--- src/rtl/eth_tx_arbiter.sv ---
// Round-robin owner of the single ethernet write channel: one source holds the
// channel for a whole frame, then an inter-frame gap runs before re-arbitration.
module eth_tx_arbiter #(
    parameter int N       = 2,
    parameter int IFG     = 12,
    parameter int TIMEOUT = 255,
    parameter int MAX_LEN = 1518
) (
    input  logic             i_clk,
    input  logic             i_rst,
    input  logic [N-1:0]     i_req_valid,
    input  logic [8*N-1:0]   i_req_data,
    input  logic [N-1:0]     i_req_last,
    output logic [N-1:0]     o_req_ready,
    output logic [7:0]       o_wdata,
    output logic             o_wvalid,
    input  logic             i_wready,
    output logic [N-1:0]     o_grant,
    output logic             o_busy,
    output logic             o_abort,
    output logic [15:0]      o_frames
);

    localparam int PW = (N > 1) ? $clog2(N) : 1;
    localparam int TW = $clog2(TIMEOUT + 1);
    localparam int GW = $clog2(IFG + 1);

    typedef enum logic [1:0] {
        IDLE = 2'd0,
        XFER = 2'd1,
        GAP  = 2'd2
    } state_t;

    state_t          state_r;
    state_t          state_n_s;
    logic [PW-1:0]   ptr_r;
    logic [N-1:0]    grant_r;
    logic [15:0]     byte_cnt_r;
    logic [TW-1:0]   to_cnt_r;
    logic [GW-1:0]   gap_cnt_r;
    logic [15:0]     frames_r;

    logic [PW-1:0]   sel_s;
    logic [PW-1:0]   idx_s;
    logic            found_s;
    logic [7:0]      gdata_s;
    logic            gvalid_s;
    logic            glast_s;
    logic            beat_s;
    logic            done_s;
    logic            len_abort_s;
    logic            to_abort_s;

    // Round-robin search: walk downwards so the candidate closest to ptr+1 wins
    always_comb begin
        sel_s   = ptr_r;
        idx_s   = ptr_r;
        found_s = |i_req_valid;
        for (int i = N; i >= 1; i--) begin
            idx_s = PW'((int'(ptr_r) + i) % N);
            sel_s = i_req_valid[idx_s] ? idx_s : sel_s;
        end
    end

    // Mux of the currently granted source (ptr_r holds the owner while in XFER)
    always_comb begin
        gdata_s  = 8'h00;
        gvalid_s = 1'b0;
        glast_s  = 1'b0;
        for (int k = 0; k < N; k++) begin
            gdata_s  = (ptr_r == PW'(k)) ? i_req_data[8*k +: 8] : gdata_s;
            gvalid_s = (ptr_r == PW'(k)) ? i_req_valid[k]       : gvalid_s;
            glast_s  = (ptr_r == PW'(k)) ? i_req_last[k]        : glast_s;
        end
    end

    // Channel datapath and frame exit conditions
    always_comb begin
        o_wdata     = 8'h00;
        o_wvalid    = 1'b0;
        o_req_ready = '0;
        beat_s      = 1'b0;
        case (state_r)
            XFER: begin
                o_wdata     = gdata_s;
                o_wvalid    = gvalid_s;
                o_req_ready = grant_r & {N{i_wready}};
                beat_s      = gvalid_s & i_wready;
            end
            default: begin
                beat_s = 1'b0;
            end
        endcase
        done_s      = beat_s & glast_s;
        len_abort_s = beat_s & ~glast_s & (byte_cnt_r == 16'(MAX_LEN - 1));
        to_abort_s  = (state_r == XFER) & ~gvalid_s & (to_cnt_r == TW'(TIMEOUT - 1));
        o_abort     = len_abort_s | to_abort_s;
    end

    // Next-state logic
    always_comb begin
        state_n_s = state_r;
        case (state_r)
            IDLE: begin
                if (found_s) state_n_s = XFER;
                else         state_n_s = IDLE;
            end
            XFER: begin
                if (done_s || o_abort) state_n_s = GAP;
                else                   state_n_s = XFER;
            end
            GAP: begin
                if (gap_cnt_r == GW'(IFG - 1)) state_n_s = IDLE;
                else                           state_n_s = GAP;
            end
            default: state_n_s = IDLE;
        endcase
    end

    // State, grant and counter registers
    always_ff @(posedge i_clk) begin
        if (i_rst) begin
            state_r    <= IDLE;
            ptr_r      <= PW'(N - 1);
            grant_r    <= '0;
            byte_cnt_r <= 16'h0000;
            to_cnt_r   <= '0;
            gap_cnt_r  <= '0;
            frames_r   <= 16'h0000;
        end else begin
            state_r <= state_n_s;
            case (state_r)
                IDLE: begin
                    if (found_s) begin
                        grant_r    <= N'(1) << sel_s;
                        ptr_r      <= sel_s;
                        byte_cnt_r <= 16'h0000;
                        to_cnt_r   <= '0;
                    end
                end
                XFER: begin
                    byte_cnt_r <= byte_cnt_r + {15'h0000, beat_s};
                    to_cnt_r   <= gvalid_s ? '0 : to_cnt_r + TW'(1);
                    frames_r   <= frames_r + {15'h0000, done_s};
                    if (done_s || o_abort) begin
                        grant_r   <= '0;
                        gap_cnt_r <= '0;
                    end
                end
                GAP: begin
                    gap_cnt_r <= gap_cnt_r + GW'(1);
                end
                default: begin
                    grant_r <= '0;
                end
            endcase
        end
    end

    assign o_grant  = grant_r;
    assign o_busy   = (state_r != IDLE);
    assign o_frames = frames_r;

endmodule

--- config.mk ---
export PLATFORM = sky130hd
export DESIGN_NAME = eth_tx_arbiter
export DESIGN_NICKNAME = d
export VERILOG_FILES = /design/src/rtl/eth_tx_arbiter.sv
export SDC_FILE = /design/constraint.sdc
export NUM_CORES = 1
export LEC_CHECK = 0
export ABC_AREA = 0
export CORE_MARGIN = 4
export CORE_UTILIZATION = 45
export CTS_CLUSTER_DIAMETER = 150
export DETAILED_ROUTE_END_ITERATION = 8
export PLACE_DENSITY = 0.71
export SYNTH_ARGS = -nofsm -noshare
export SYNTH_HDL_FRONTEND = slang
export SYNTH_SLANG_ARGS = --single-unit
--- constraint.sdc ---
create_clock -name i_clk -period 3 [get_ports i_clk]
set_clock_uncertainty 0.05 [all_clocks]
set_input_delay 0.45 -clock i_clk [delete_from_list [all_inputs] [get_ports i_clk]]
set_output_delay 0.45 -clock i_clk [all_outputs]
set_load 0.02 [all_outputs]
**Yosys cells after proc, flatten, opt, wreduce, memory -nomap -nowiden**

Cells that the tools add are included.

- Register bits after elaboration: 49
- Input port bits: 23
- Logic and storage cells: 71

- $add $sub $neg: 6
- Magnitude comparators: 2
- Equality and inequality tests: 7
- Shift-type cells: 1
- Mux-type cells: 27
- Bitwise logic cells: 11
- Reductions and logical operators: 10

Operators with widths:

| cell | number |
|---|---|
| $add 16x1->16 | 2 |
| $mux 8 | 4 |
| $pmux 16 s2 | 1 |
| $eq 16x11->1 const B | 1 |
| $mux 16 | 1 |
| $pmux 8 s2 | 1 |
| $pmux 2 s3 | 2 |
| $mux 1 | 11 |
| $mux 2 | 5 |
| $add 8x1->8 const B | 1 |
| $eq 8x8->1 const B | 1 |
| $pmux 4 s2 | 1 |
| $and 1x1->1 | 6 |
| $reduce_and 2->1 | 3 |
| $reduce_bool 2->1 | 3 |
| $add 4x1->4 const B | 1 |
| $eq 4x4->1 const B | 1 |
| $lt 1x2->1 const B | 2 |
| $mux 4 | 1 |
| $not 1->1 | 3 |
| $reduce_and 3->1 | 1 |
| $add 1x1->1 const B | 2 |
| $and 2x2->2 | 1 |
| $eq 2x1->1 const B | 1 |
| other kinds (8) | 8 |

**Longest topological paths before layout**

Gate-level depths: netlist (run 1).

- Depth in word-level cells: 9
- Mapped depth: 10
- Depth with buffers taken out: 8

**Least setup slack after synthesis (run 1)**

OpenSTA, ideal clock, no wires.

- Path type: register -> register
- Start point: reg state_r[0]
- End point: reg frames_r[12] (netlist: o_frames[12])
- Library setup time: 0.070 ns
- Data arrival time: 2.364 ns
- Data required time: 2.880 ns
- Slack: 0.515 ns
- Cell stages (with the launch flop): 10
- Period minus slack after synthesis: 2.485 ns
- Cells stage by stage: dfxtp_1 -> buf_4 -> nand2b_2 -> nor4b_1 -> ha_1 -> ha_1 -> nand4b_1 -> or2_2 -> or3_1 -> a21oi_1

- Word-level cells in the longest chain between the ends: 4

Ends and longest elaborated chain:

| item | RTL line | text |
|---|---|---|
| start: declaration | 34 | `state_t state_r;` |
| start signal: assignment | 131 | `state_r <= state_n_s;` |
| $eq 2x1->1 * | 83, 132 |  |
| $mux 1 | 83 | `case (state_r)` |
| $and 1x1->1 | 94 | `done_s = beat_s & glast_s;` |
| $add 16x1->16 | 144 | `frames_r <= frames_r + {15'h0000, done_s};` |
| end signal: assignment | 144 |  |
| end: declaration | 41 | `logic [15:0] frames_r;` |

Mark *: on every way between the ends. The rest lies on a longest branch, timed or not.
A chain may end at the register's enable or synchronous reset.

**Final worst setup path (run 1)**

- Start point: in i_req_valid[1]
- End point: out o_abort

- Word-level cells in the longest chain between the ends: 6

Ends and longest elaborated chain:

| item | RTL line | text |
|---|---|---|
| start: declaration | 11 | `input logic [N-1:0] i_req_valid,` |
| $mux 1 * | 72 | `gvalid_s = (ptr_r == PW'(k)) ? i_req_valid[k] : gvalid_s;` |
| $and 1x1->1 | 88 | `beat_s = gvalid_s & i_wready;` |
| $mux 1 | 83 |  |
| $and 1x1->1 (2 in a row) | 95 | `len_abort_s = beat_s & ~glast_s & (byte_cnt_r == 16'(MAX_LEN - 1));` |
| $or 1x1->1 * | 97 | `o_abort = len_abort_s \| to_abort_s;` |
| end: declaration | 20 | `output logic o_abort,` |

Marks and branches as above.

==> results.yml, run 1 <==
global_route:
  grt_pass1_vias: 2533
  overflow: 0
  grt_pass1_wl_um: 11810
  track_usage_pct: 19.22
  antenna_found_initial: 0
  grt_max_degree: 47
run:
  drv_cap: 0
detailed_routing:
  drtAntennaViolNets: 0
  vias: 2742
  drt-initial-drc-count: 234
  viasPerCell: 5.922
  wl_per_cell_um: 14.78
  dr.pass1.iters: 4
  drc: 0
  routed_wl_um: 6844
sta:
  tns_ns: 0
  holdWs_ns: 0.4376
  grt_setup_unrepaired: "false"
  min_period_over_period_pct: 97.02
  hold_violations: 0
  slew_headroom_pct: 61.44
  report.final.slew_viol_count: 0
  fin_crit_ns: 2.911
  setup_violations: 0
  fmax_ghz: 0.3436
  worst_pin_slew_ns: 0.5762
floorplanning:
  pin_count: 54
  die_w_um: 85.91
  core_um2: 5921
  std_cell_rows: 28
  chipHeight_um: 85.91
  dieArea_um2: 7381
  start_util_pct: 46.13
cts:
  clkTransAtPathRegs_ns: 0.08
  h-tree-depth: 2
  insertion_delay_ns: 0.31
  cts_resized: 0
  cts_sinks: 49
  cts_setup_buffers: 0
  numCtsBuffers: 5
  clockBufferDepth: 2
  hold_buffers: 0
  cts_tree: "done"
  cts-root-buf: "clkbuf_8"
logic_synthesis:
  synthArstFlopShare_pct: 0
  yosys-mux-area-fraction_pct: 4.581
  ys_types: 58
  synthTopCellsByArea: "dfxtp_1 36%, nor2_1 4.7%, mux2i_1 4.0%"
  yosysTopAreaCell: "dfxtp_1"
  ys.flop_type: "dfxtp_1"
  synthesis.area_um2: 2731
  synth-compound-area-share_pct: 18.55
  yosysSeqAreaShare_pct: 35.91
  synth_edf_count: 0
  synth_xor_area_share_pct: 3.527
  syn-num-nets: 361
  synth_seq_cells: 49
  ys_warn_count: 0
  synth_top_family_by_area: "simple AND/OR/NAND/NOR gates"
  synthSimpleGateAreaFrac_pct: 30.00
  synth.avg_cell_area_um2: 8.252
  synthesis.instances: 331
  yosysTopAreaCellShare_pct: 35.91
  synthAdderAreaFrac_pct: 3.207
critical_path:
  critPathMaxFanout: 8
  cp.required_ns: 2.50
  critPathCaptureType: "output pin"
  critPathLaunchType: "input pin"
  critPathKind: "in -> out"
  worstPathArrival_ns: 2.41
power_and_ir_drop:
  power_density_nw_per_um2: 444.3
  p_leak_nw: 1.279
  ir_drop_uv: 276.3
hold_path:
  hold_path_class: "reg -> reg"
cells_and_area:
  drive_gt1_share_pct: 8.763
  fin_nets: 417
  fillers: 568
  syn_to_final_growth_pct: 28.77
  diodes: 0
placement:
  io_buffers: 53
  place_congestion: 0.7745
  dpl.hpwl_um: 5065
status:
  status: "finished clean"
[cells in the mapped netlist, drive strengths merged (4+ instances only)]
cell type and n:
o21ai 24, nor3 11, and4 5, a21oi 21
or4 4, a31oi 7, ha 7, and3 6
nand2 23, dfxtp 49, nand3 13, buf 7
or3 6, nand3b 6, inv 6, nor2 34
nor4 5, nand4 16, mux2i 11, xor2 8
a311oi 5, clkbuf 13
[critical path, cell delays in order]
cell,delay [ns]
clkdlybuf4s50_1,0.48
buf_4,0.13
mux2_4,0.21
and3_1,0.32
a31o_2,0.21
clkdlybuf4s50_1,0.61
[power by group]
part,internal (W),switching (W)
Sequential,0.000662,0.0000160
Clock,0.000331,0.000226
Combinational,0.000146,0.000180
[metal layers]
metal / part of all wire (%) / global-route usage, %
met2: 47 / 31.39
met3: 7.4 / 4.803
met5: 0 / 0
met4: 1.6 / 4.892
met1: 44 / 25.31
[path summary, 6_finish.rpt]
check / from / slack, ns / cells after the start / to
worst max-delay path: i_req_valid[1] / 0.09 / 6 / o_abort
worst min-delay path: to_cnt_r[6]$_SDFFE_PP0P_ / 0.44 / 1 / to_cnt_r[6]$_SDFFE_PP0P_
worst max register to register: ptr_r$_SDFFE_PP1P_ / 0.44 / 8 / o_frames[12]$_SDFFE_PP0P_
worst min register to register: to_cnt_r[6]$_SDFFE_PP0P_ / 0.44 / 1 / to_cnt_r[6]$_SDFFE_PP0P_
[stage by stage]
stage                      power, W  util [%]  setup slack [ns]  area (um^2)  instances
after global placement     0.001015     57.14           0.07060         3383        455
after detailed placement   0.001021     57.14          0.006968         3383        455
after CTS                  0.001576     59.40           0.08353         3517        463
final                      0.001563     59.40           0.08935         3517        463
after global routing       0.001640     59.40           0.01423         3517        463
after floorplan           0.0008883         -            0.5151         2731        331
[logic make-up after synthesis]
group,Yosys count
and+or+nand+nor,147
adders and majority gates,7
xor gates and xnor gates,11
AOI/OAI and AO/OA,79
buffers and inverters,26
DFF,49
muxes,12
[state kept, by name (all words and copies together) (netlist names)]
name and cells:
o_grant 2, byte_cnt_r 16, to_cnt_r 8, state_r 2, o_frames 16, ptr_r 1
gap_cnt_r 4
[placed cells by master (no fill, tap or decap), types with 6 or more instances in the layout]
cell type         n
nand3b_1          6
nand4_1          16
xor2_1            8
nand2_1          23
nand3_1          13
a31oi_1           7
ha_1              7
nor3_1           10
clkdlybuf4s50_1  53
buf_4            16
a21oi_1          21
inv_1             6
mux2i_1          11
nor2_1           34
o21ai_0          22
and3_1            6
or3_1             6
dfxtp_1          49
[layout make-up]
type,instances,area [um^2],area share [%]
inverters,6,22.52,0.6403
flip-flops and latches,49,980.9,27.89
clock inverters,3,65.06,1.850
clock buffers,5,68.82,1.957
multi-input cells,256,1635,46.50
well taps,75,93.84,2.668
repair buffers,69,650.6,18.50
No activity file was read; power rests on OpenSTA's default activity.
==> inputs of run 2 (changes only) <==
- CAP_MARGIN: not set -> 40
==> results of run 2 <==
No change in the layout: final DEF, timing and power equal those of run 1.
